<file path="src/rtl/apb_pkg.sv">
// Shared APB definitions: completer FSM state encoding and wait-counter width.
package apb_pkg;

   typedef enum logic [1:0] {
      APB_IDLE   = 2'd0,
      APB_ACCESS = 2'd1,
      APB_DONE   = 2'd2
   } apb_state_t;

   localparam int unsigned APB_CNT_W = 4;

endpackage

</file>
<file path="src/rtl/apb_regfile_slave_bank.sv">
// Register storage for apb_regfile_slave: byte-strobed writes, read-only mask,
// indexed read mux and flattened register view.
module apb_reg_bank #(
   parameter int unsigned DATA_W             = 32,
   parameter int unsigned NUM_REGS           = 16,
   parameter int unsigned IDX_W              = 6,
   parameter logic [NUM_REGS-1:0] RO_MASK    = '0,
   parameter logic [DATA_W-1:0]   RESET_VAL  = '0
) (
   input  logic                         clk,
   input  logic                         rst,
   input  logic                         we,
   input  logic [IDX_W-1:0]             widx,
   input  logic [DATA_W-1:0]            wdata,
   input  logic [DATA_W/8-1:0]          wstrb,
   input  logic [IDX_W-1:0]             ridx,
   output logic [DATA_W-1:0]            rdata,
   output logic [NUM_REGS*DATA_W-1:0]   regs_flat
);

   logic [DATA_W-1:0] mem [NUM_REGS];

   always_ff @(posedge clk) begin
      if (rst) begin
         for (int unsigned i = 0; i < NUM_REGS; i++) begin
            mem[i] <= RESET_VAL;
         end
      end else if (we) begin
         for (int unsigned i = 0; i < NUM_REGS; i++) begin
            if (widx == IDX_W'(i) && !RO_MASK[i]) begin
               for (int unsigned b = 0; b < DATA_W/8; b++) begin
                  if (wstrb[b]) begin
                     mem[i][b*8 +: 8] <= wdata[b*8 +: 8];
                  end
               end
            end
         end
      end
   end

   // Out-of-range indices fall through to zero.
   always_comb begin
      rdata = '0;
      for (int unsigned i = 0; i < NUM_REGS; i++) begin
         if (ridx == IDX_W'(i)) begin
            rdata = mem[i];
         end
      end
   end

   always_comb begin
      regs_flat = '0;
      for (int unsigned i = 0; i < NUM_REGS; i++) begin
         regs_flat[i*DATA_W +: DATA_W] = mem[i];
      end
   end

endmodule

</file>
<file path="src/rtl/apb_regfile_slave.sv">
// APB3 completer fronting a parametrised register bank, with wait states,
// read-only masking and PSLVERR on out-of-range or read-only writes.
module apb_regfile_slave
   import apb_pkg::*;
#(
   parameter int unsigned ADDR_W             = 8,
   parameter int unsigned DATA_W             = 32,
   parameter int unsigned NUM_REGS           = 16,
   parameter int unsigned WAIT_CYCLES        = 0,
   parameter logic [NUM_REGS-1:0] RO_MASK    = '0,
   parameter logic [DATA_W-1:0]   RESET_VAL  = '0
) (
   input  logic                         clk,
   input  logic                         rst,
   input  logic                         psel,
   input  logic                         penable,
   input  logic                         pwrite,
   input  logic [ADDR_W-1:0]            paddr,
   input  logic [DATA_W-1:0]            pwdata,
   input  logic [DATA_W/8-1:0]          pstrb,
   output logic [DATA_W-1:0]            prdata,
   output logic                         pready,
   output logic                         pslverr,
   output logic [NUM_REGS*DATA_W-1:0]   regs_flat
);

   localparam int unsigned IDX_W = ADDR_W - 2;

   apb_state_t             state, state_n;
   logic [APB_CNT_W-1:0]   cnt;
   logic [IDX_W-1:0]       idx_q;
   logic                   pwrite_q;
   logic [DATA_W-1:0]      pwdata_q;
   logic [DATA_W/8-1:0]    pstrb_q;
   logic                   err_q;

   logic                   load;
   logic                   commit;
   logic [IDX_W-1:0]       idx_in;
   logic                   ro_bit;
   logic                   err_in;
   logic [DATA_W-1:0]      rdata;
   logic                   unused_addr_lsb;

   assign idx_in          = paddr[ADDR_W-1:2];
   assign unused_addr_lsb = ^paddr[1:0];

   always_comb begin
      ro_bit = 1'b0;
      for (int unsigned i = 0; i < NUM_REGS; i++) begin
         if (idx_in == IDX_W'(i)) begin
            ro_bit = RO_MASK[i];
         end
      end
   end

   // Error is decided at setup so the response depends only on captured state.
   assign err_in = ({1'b0, idx_in} >= (IDX_W+1)'(NUM_REGS)) || (pwrite && ro_bit);

   always_comb begin
      state_n = state;
      load    = 1'b0;
      commit  = 1'b0;
      case (state)
         APB_IDLE, APB_DONE: begin
            if (psel && !penable) begin
               state_n = APB_ACCESS;
               load    = 1'b1;
            end else begin
               state_n = APB_IDLE;
            end
         end
         APB_ACCESS: begin
            if (!psel) begin
               state_n = APB_IDLE;
            end else if (penable && cnt == '0) begin
               state_n = APB_DONE;
               commit  = pwrite_q && !err_q;
            end
         end
         default: state_n = APB_IDLE;
      endcase
   end

   always_ff @(posedge clk) begin
      if (rst) begin
         state    <= APB_IDLE;
         cnt      <= '0;
         idx_q    <= '0;
         pwrite_q <= 1'b0;
         pwdata_q <= '0;
         pstrb_q  <= '0;
         err_q    <= 1'b0;
      end else begin
         state <= state_n;
         if (load) begin
            cnt      <= APB_CNT_W'(WAIT_CYCLES);
            idx_q    <= idx_in;
            pwrite_q <= pwrite;
            pwdata_q <= pwdata;
            pstrb_q  <= pstrb;
            err_q    <= err_in;
         end else if (state == APB_ACCESS && cnt != '0) begin
            cnt <= cnt - APB_CNT_W'(1);
         end
      end
   end

   apb_reg_bank #(
      .DATA_W    (DATA_W),
      .NUM_REGS  (NUM_REGS),
      .IDX_W     (IDX_W),
      .RO_MASK   (RO_MASK),
      .RESET_VAL (RESET_VAL)
   ) u_bank (
      .clk       (clk),
      .rst       (rst),
      .we        (commit),
      .widx      (idx_q),
      .wdata     (pwdata_q),
      .wstrb     (pstrb_q),
      .ridx      (idx_q),
      .rdata     (rdata),
      .regs_flat (regs_flat)
   );

   // Responses decode flopped state only; no APB input reaches an output.
   assign pready  = (state == APB_ACCESS) && (cnt == '0);
   assign pslverr = pready && err_q;
   assign prdata  = (pready && !pwrite_q && !err_q) ? rdata : '0;

endmodule

</file>
<file path="config.mk">
export PLATFORM = sky130hd
export DESIGN_NAME = apb_regfile_slave
export DESIGN_NICKNAME = d
export VERILOG_FILES = /design/src/rtl/apb_pkg.sv /design/src/rtl/apb_regfile_slave_bank.sv /design/src/rtl/apb_regfile_slave.sv
export SDC_FILE = /design/constraint.sdc
export NUM_CORES = 1
export LEC_CHECK = 0
export BUFFER_PORTS_ARGS = -buffer_cell sky130_fd_sc_hd__buf_2
export CORE_MARGIN = 10
export CORE_UTILIZATION = 45
export DETAILED_ROUTE_END_ITERATION = 7
export MAX_ROUTING_LAYER = met4
export PLACE_DENSITY = 0.69
export SLEW_MARGIN = 20
export SYNTH_ARGS = -nofsm -noshare
export SYNTH_HDL_FRONTEND = slang
export SYNTH_SLANG_ARGS = --single-unit
</file>
<file path="constraint.sdc">
create_clock -name clk -period 6.65 [get_ports clk]
set_input_delay 0.3325 -clock clk [delete_from_list [all_inputs] [get_ports clk]]
set_output_delay 0.3325 -clock clk [all_outputs]
set_load 0.01 [all_outputs]
</file>
==> flow_metrics.tcl <==
set metrics [dict create \
    die_w_um 247.9 \
    slowest_stage "dfxtp_1" \
    synth_async_sr_flop_share_pct 0 \
    r2r_setup_slack_ns 2.89 \
    dp_hpwl_um 80180 \
    synthTopCellsByArea "edfxtp_1 66%, nor2_1 6.2%, dfxtp_1 4.3%, a22oi_1 2.5%, nand2_1 2.1%" \
    rsz0062_at_grt "no" \
    critPathRequiredTime_ns 6.32 \
    clk_pin_slew_ns 0.06 \
    yosysUniqueCellTypes 63 \
    finClkSkew_ns 0.02834 \
    antenna_found_initial 3 \
    fillers 4313 \
    hold_ws_ns 0.03012 \
    final.setup.tns_ns 0 \
    synth_top_area_share_pct 65.76 \
    cts_sinks 562 \
    endpoint "prdata[8]" \
    critPathArrivalTime_ns 4.88 \
    path_buf_inv 4 \
    yosysMostFrequentCell "edfxtp_1" \
    ys_ff_latch 562 \
    initial_core_util_pct 45.48 \
    power_density_mw_per_mm2 280.8 \
    dr.first_iter.drc_count 2882 \
    ys_warn_count 0 \
    post_drt_wl_per_cell_um 34.00 \
    insertion_delay_ns 0.64 \
    cap_viol_max_count 0 \
    routed_via_density 6.344 \
    rr_endpoint "u_bank.mem[0][111]$_SDFFCE_PN0P_" \
    num_rows 83 \
    reg2reg_from "cnt[0]$_SDFFE_PP0P_" \
    final_cells 3194 \
    yosys-top-cells-count "512 x edfxtp_1, 388 x nor2_1, 129 x nand2_1, 78 x a22oi_1, 78 x clkbuf_1" \
    clockBufferDepth 3 \
    area_growth_pct 26.08 \
    final_layout_size_suffix_gt1_share_pct 30.57 \
    routed_wl_um 108600 \
    crit_type "reg2out" \
    power.leakage_nw 11.95 \
    fmaxAchievable_ghz 0.1918 \
    first_global_vias 19690 \
    critPathLaunch "idx_q[1]$_SDFFE_PP0P_" \
    cts-root-buf "clkbuf_16" \
    routabilityCongestion 0.9829 \
    grtUsageTotal_pct 34.91 \
    synth.largest_area_cell "edfxtp_1" \
    worstHoldPathType "in2reg" \
    cts_tree "built" \
    relSlewSlack_pct 24.99 \
    p_total_w 0.008278 \
    firstDrtPassIters 6 \
    crit_chain "buf_4 > nor2_1 > nand2_2 > buf_4 > buf_4 > o22ai_1 > nor4_1 > o21ai_1 > o21ai_0 > buf_2" \
    coreArea_mm2 0.05141 \
    synth_edf_count 512 \
    rr_worst_depth 8 \
    placed_cells 3041 \
    ys.flop_type "edfxtp_1" \
    setup_viol 0 \
    nets 2513 \
    cp_top_family "simple AND/OR/NAND/NOR gates" \
    cts_buffers 58 \
    worst_pin_slew_ns 1.116 \
    ant_nets 0 \
    grt_first_pass_wirelength_um 148400 \
    drc 0 \
    synthCells 1859 \
    crit_path_max_fanout 29 \
    path_common_cell "buf_4" \
    path_depth 10 \
    gr-total-overflow 0 \
    ioPinCount 595 \
    cts_resized 0 \
    final.period_utilization_pct 78.42 \
    die_h_um 247.9 \
    num_vias 20260 \
    synth.avg_cell_area_um2 12.58 \
    yosysSeqAreaShare_pct 70.04 \
    min_period_ns 5.215 \
    slew_viol_final 0 \
    synthesis.area_mm2 0.02338 \
    portBuffers 592 \
    cp-start-kind "register" \
    cp-end-kind "output pin" \
    status "completed" \
    grt_max_degree 60 \
    syn-num-nets 1910 \
    place_ws_ns 2.100 \
    hold_viol_final 0 \
    setup_ws_ns 1.435 \
    irDropWorstVdd_mv 0.2066 \
    h-tree-depth 2 \
    die_area_mm2 0.06147 \
    max_stage_delay_ns 0.72 \
]
## metrics by stage
step | area, um^2 | util [%]
finish | 29480 | 57.34
detailed placement | 27050 | 52.62
CTS | 29460 | 57.31
global placement | 27050 | 52.62
global route | 29480 | 57.34
floorplan | 23380 | -
## power by group
group / internal, W / switching [W]
clock: 0.00203 / 0.00141
sequential: 0.00402 / 0.000130
combinational: 0.000209 / 0.000484
## layer usage
metal | up-vias | track usage, % | routed length, um
li1 | 8262 | - | -
met1 | 10010 | 39.19 | 35020
met2 | 1685 | 58.31 | 53880
met3 | 303 | 7.826 | 13210
met4 | 0 | 16.91 | 6493
met5 | - | - | 0
## tightest hold or removal path, delay by kind of cell
kind,cells,cell delay [ns]
buffers and inverters,1,0.11
and+or+nand+nor,2,0.16
## worst min path at each step
| stage | cells after the start | end | from | slack, ns |
|---|---|---|---|---|
| finish | 3 | err_q$_SDFFE_PP0P_ | paddr[6] | 0.03 |
| global route | 3 | idx_q[4]$_SDFFE_PP0P_ | paddr[6] | 0.06 |
| global placement | 2 | pstrb_q[0]$_SDFFE_PP0P_ | pstrb_q[0]$_SDFFE_PP0P_ | 0.44 |
| CTS | 3 | err_q$_SDFFE_PP0P_ | paddr[6] | 0.01 |
| floorplan | 2 | pstrb_q[3]$_SDFFE_PP0P_ | pstrb_q[3]$_SDFFE_PP0P_ | 0.43 |
| detailed placement | 2 | pstrb_q[0]$_SDFFE_PP0P_ | pstrb_q[0]$_SDFFE_PP0P_ | 0.44 |
## kinds of logic (layout without fill, tap and decap cells)
family	after synthesis	count (layout)	share of synthesized area (%)
flip-flops	562	562	70.04
AO/OA/AOI/OAI	458	458	13.99
adder cells (fa/ha/maj)	2	2	0.1070
buffers and inverters	151	804	2.777
AND/OR/NAND/NOR	682	682	12.91
multiplexers	2	2	0.09098
other	0	2	0
XOR/XNOR	2	2	0.07494
## cell usage in the layout, fill, tap and decap left out, types with 8 or more instances in the layout
master         count
buf_2            591
edfxtp_1         512
nor2_1           382
nand2_1          125
a22oi_1           78
a21o_1            64
clkbuf_16         61
o21ai_0           58
buf_4             55
a21oi_1           51
dfxtp_1           50
o22ai_1           46
nor2b_1           40
dlygate4sd3_1     40
nor3_1            34
o22a_1            33
a222oi_1          25
a221oi_1          25
nand3_1           21
o221ai_1          14
nor4_1            13
clkinv_2          12
clkbuf_1          11
o211ai_1          10
o21ai_1           10
a211oi_1          10
nand4_1            9
nor2_2             8
clkbuf_8           8
## sequential cells by signal (all words and copies together), names as in the netlist
name and cells:
err_q 1, state 2, cnt 4, idx_q 6, pstrb_q 4, pwdata_q 32, pwrite_q 1, u_bank.mem 512
## final cells by class
class	instances	area [um^2]	share of cell area, %
diodes	2	5.005	0.01698
inverters	7	26.28	0.08913
multi-input cells	1146	6427	21.80
clock inverters	30	329.1	1.116
repair buffers	687	3786	12.84
well taps	680	850.8	2.886
flip-flops and latches	562	16380	55.55
clock buffers	80	1678	5.692
## timing repair
item	in CTS	in global routing
setup buffers	0	0
setup endpoints to repair	0	0
hold buffers	40	0
endpoints found under the hold margin	39	0
Note: power is estimated with default switching activity, not from simulation.
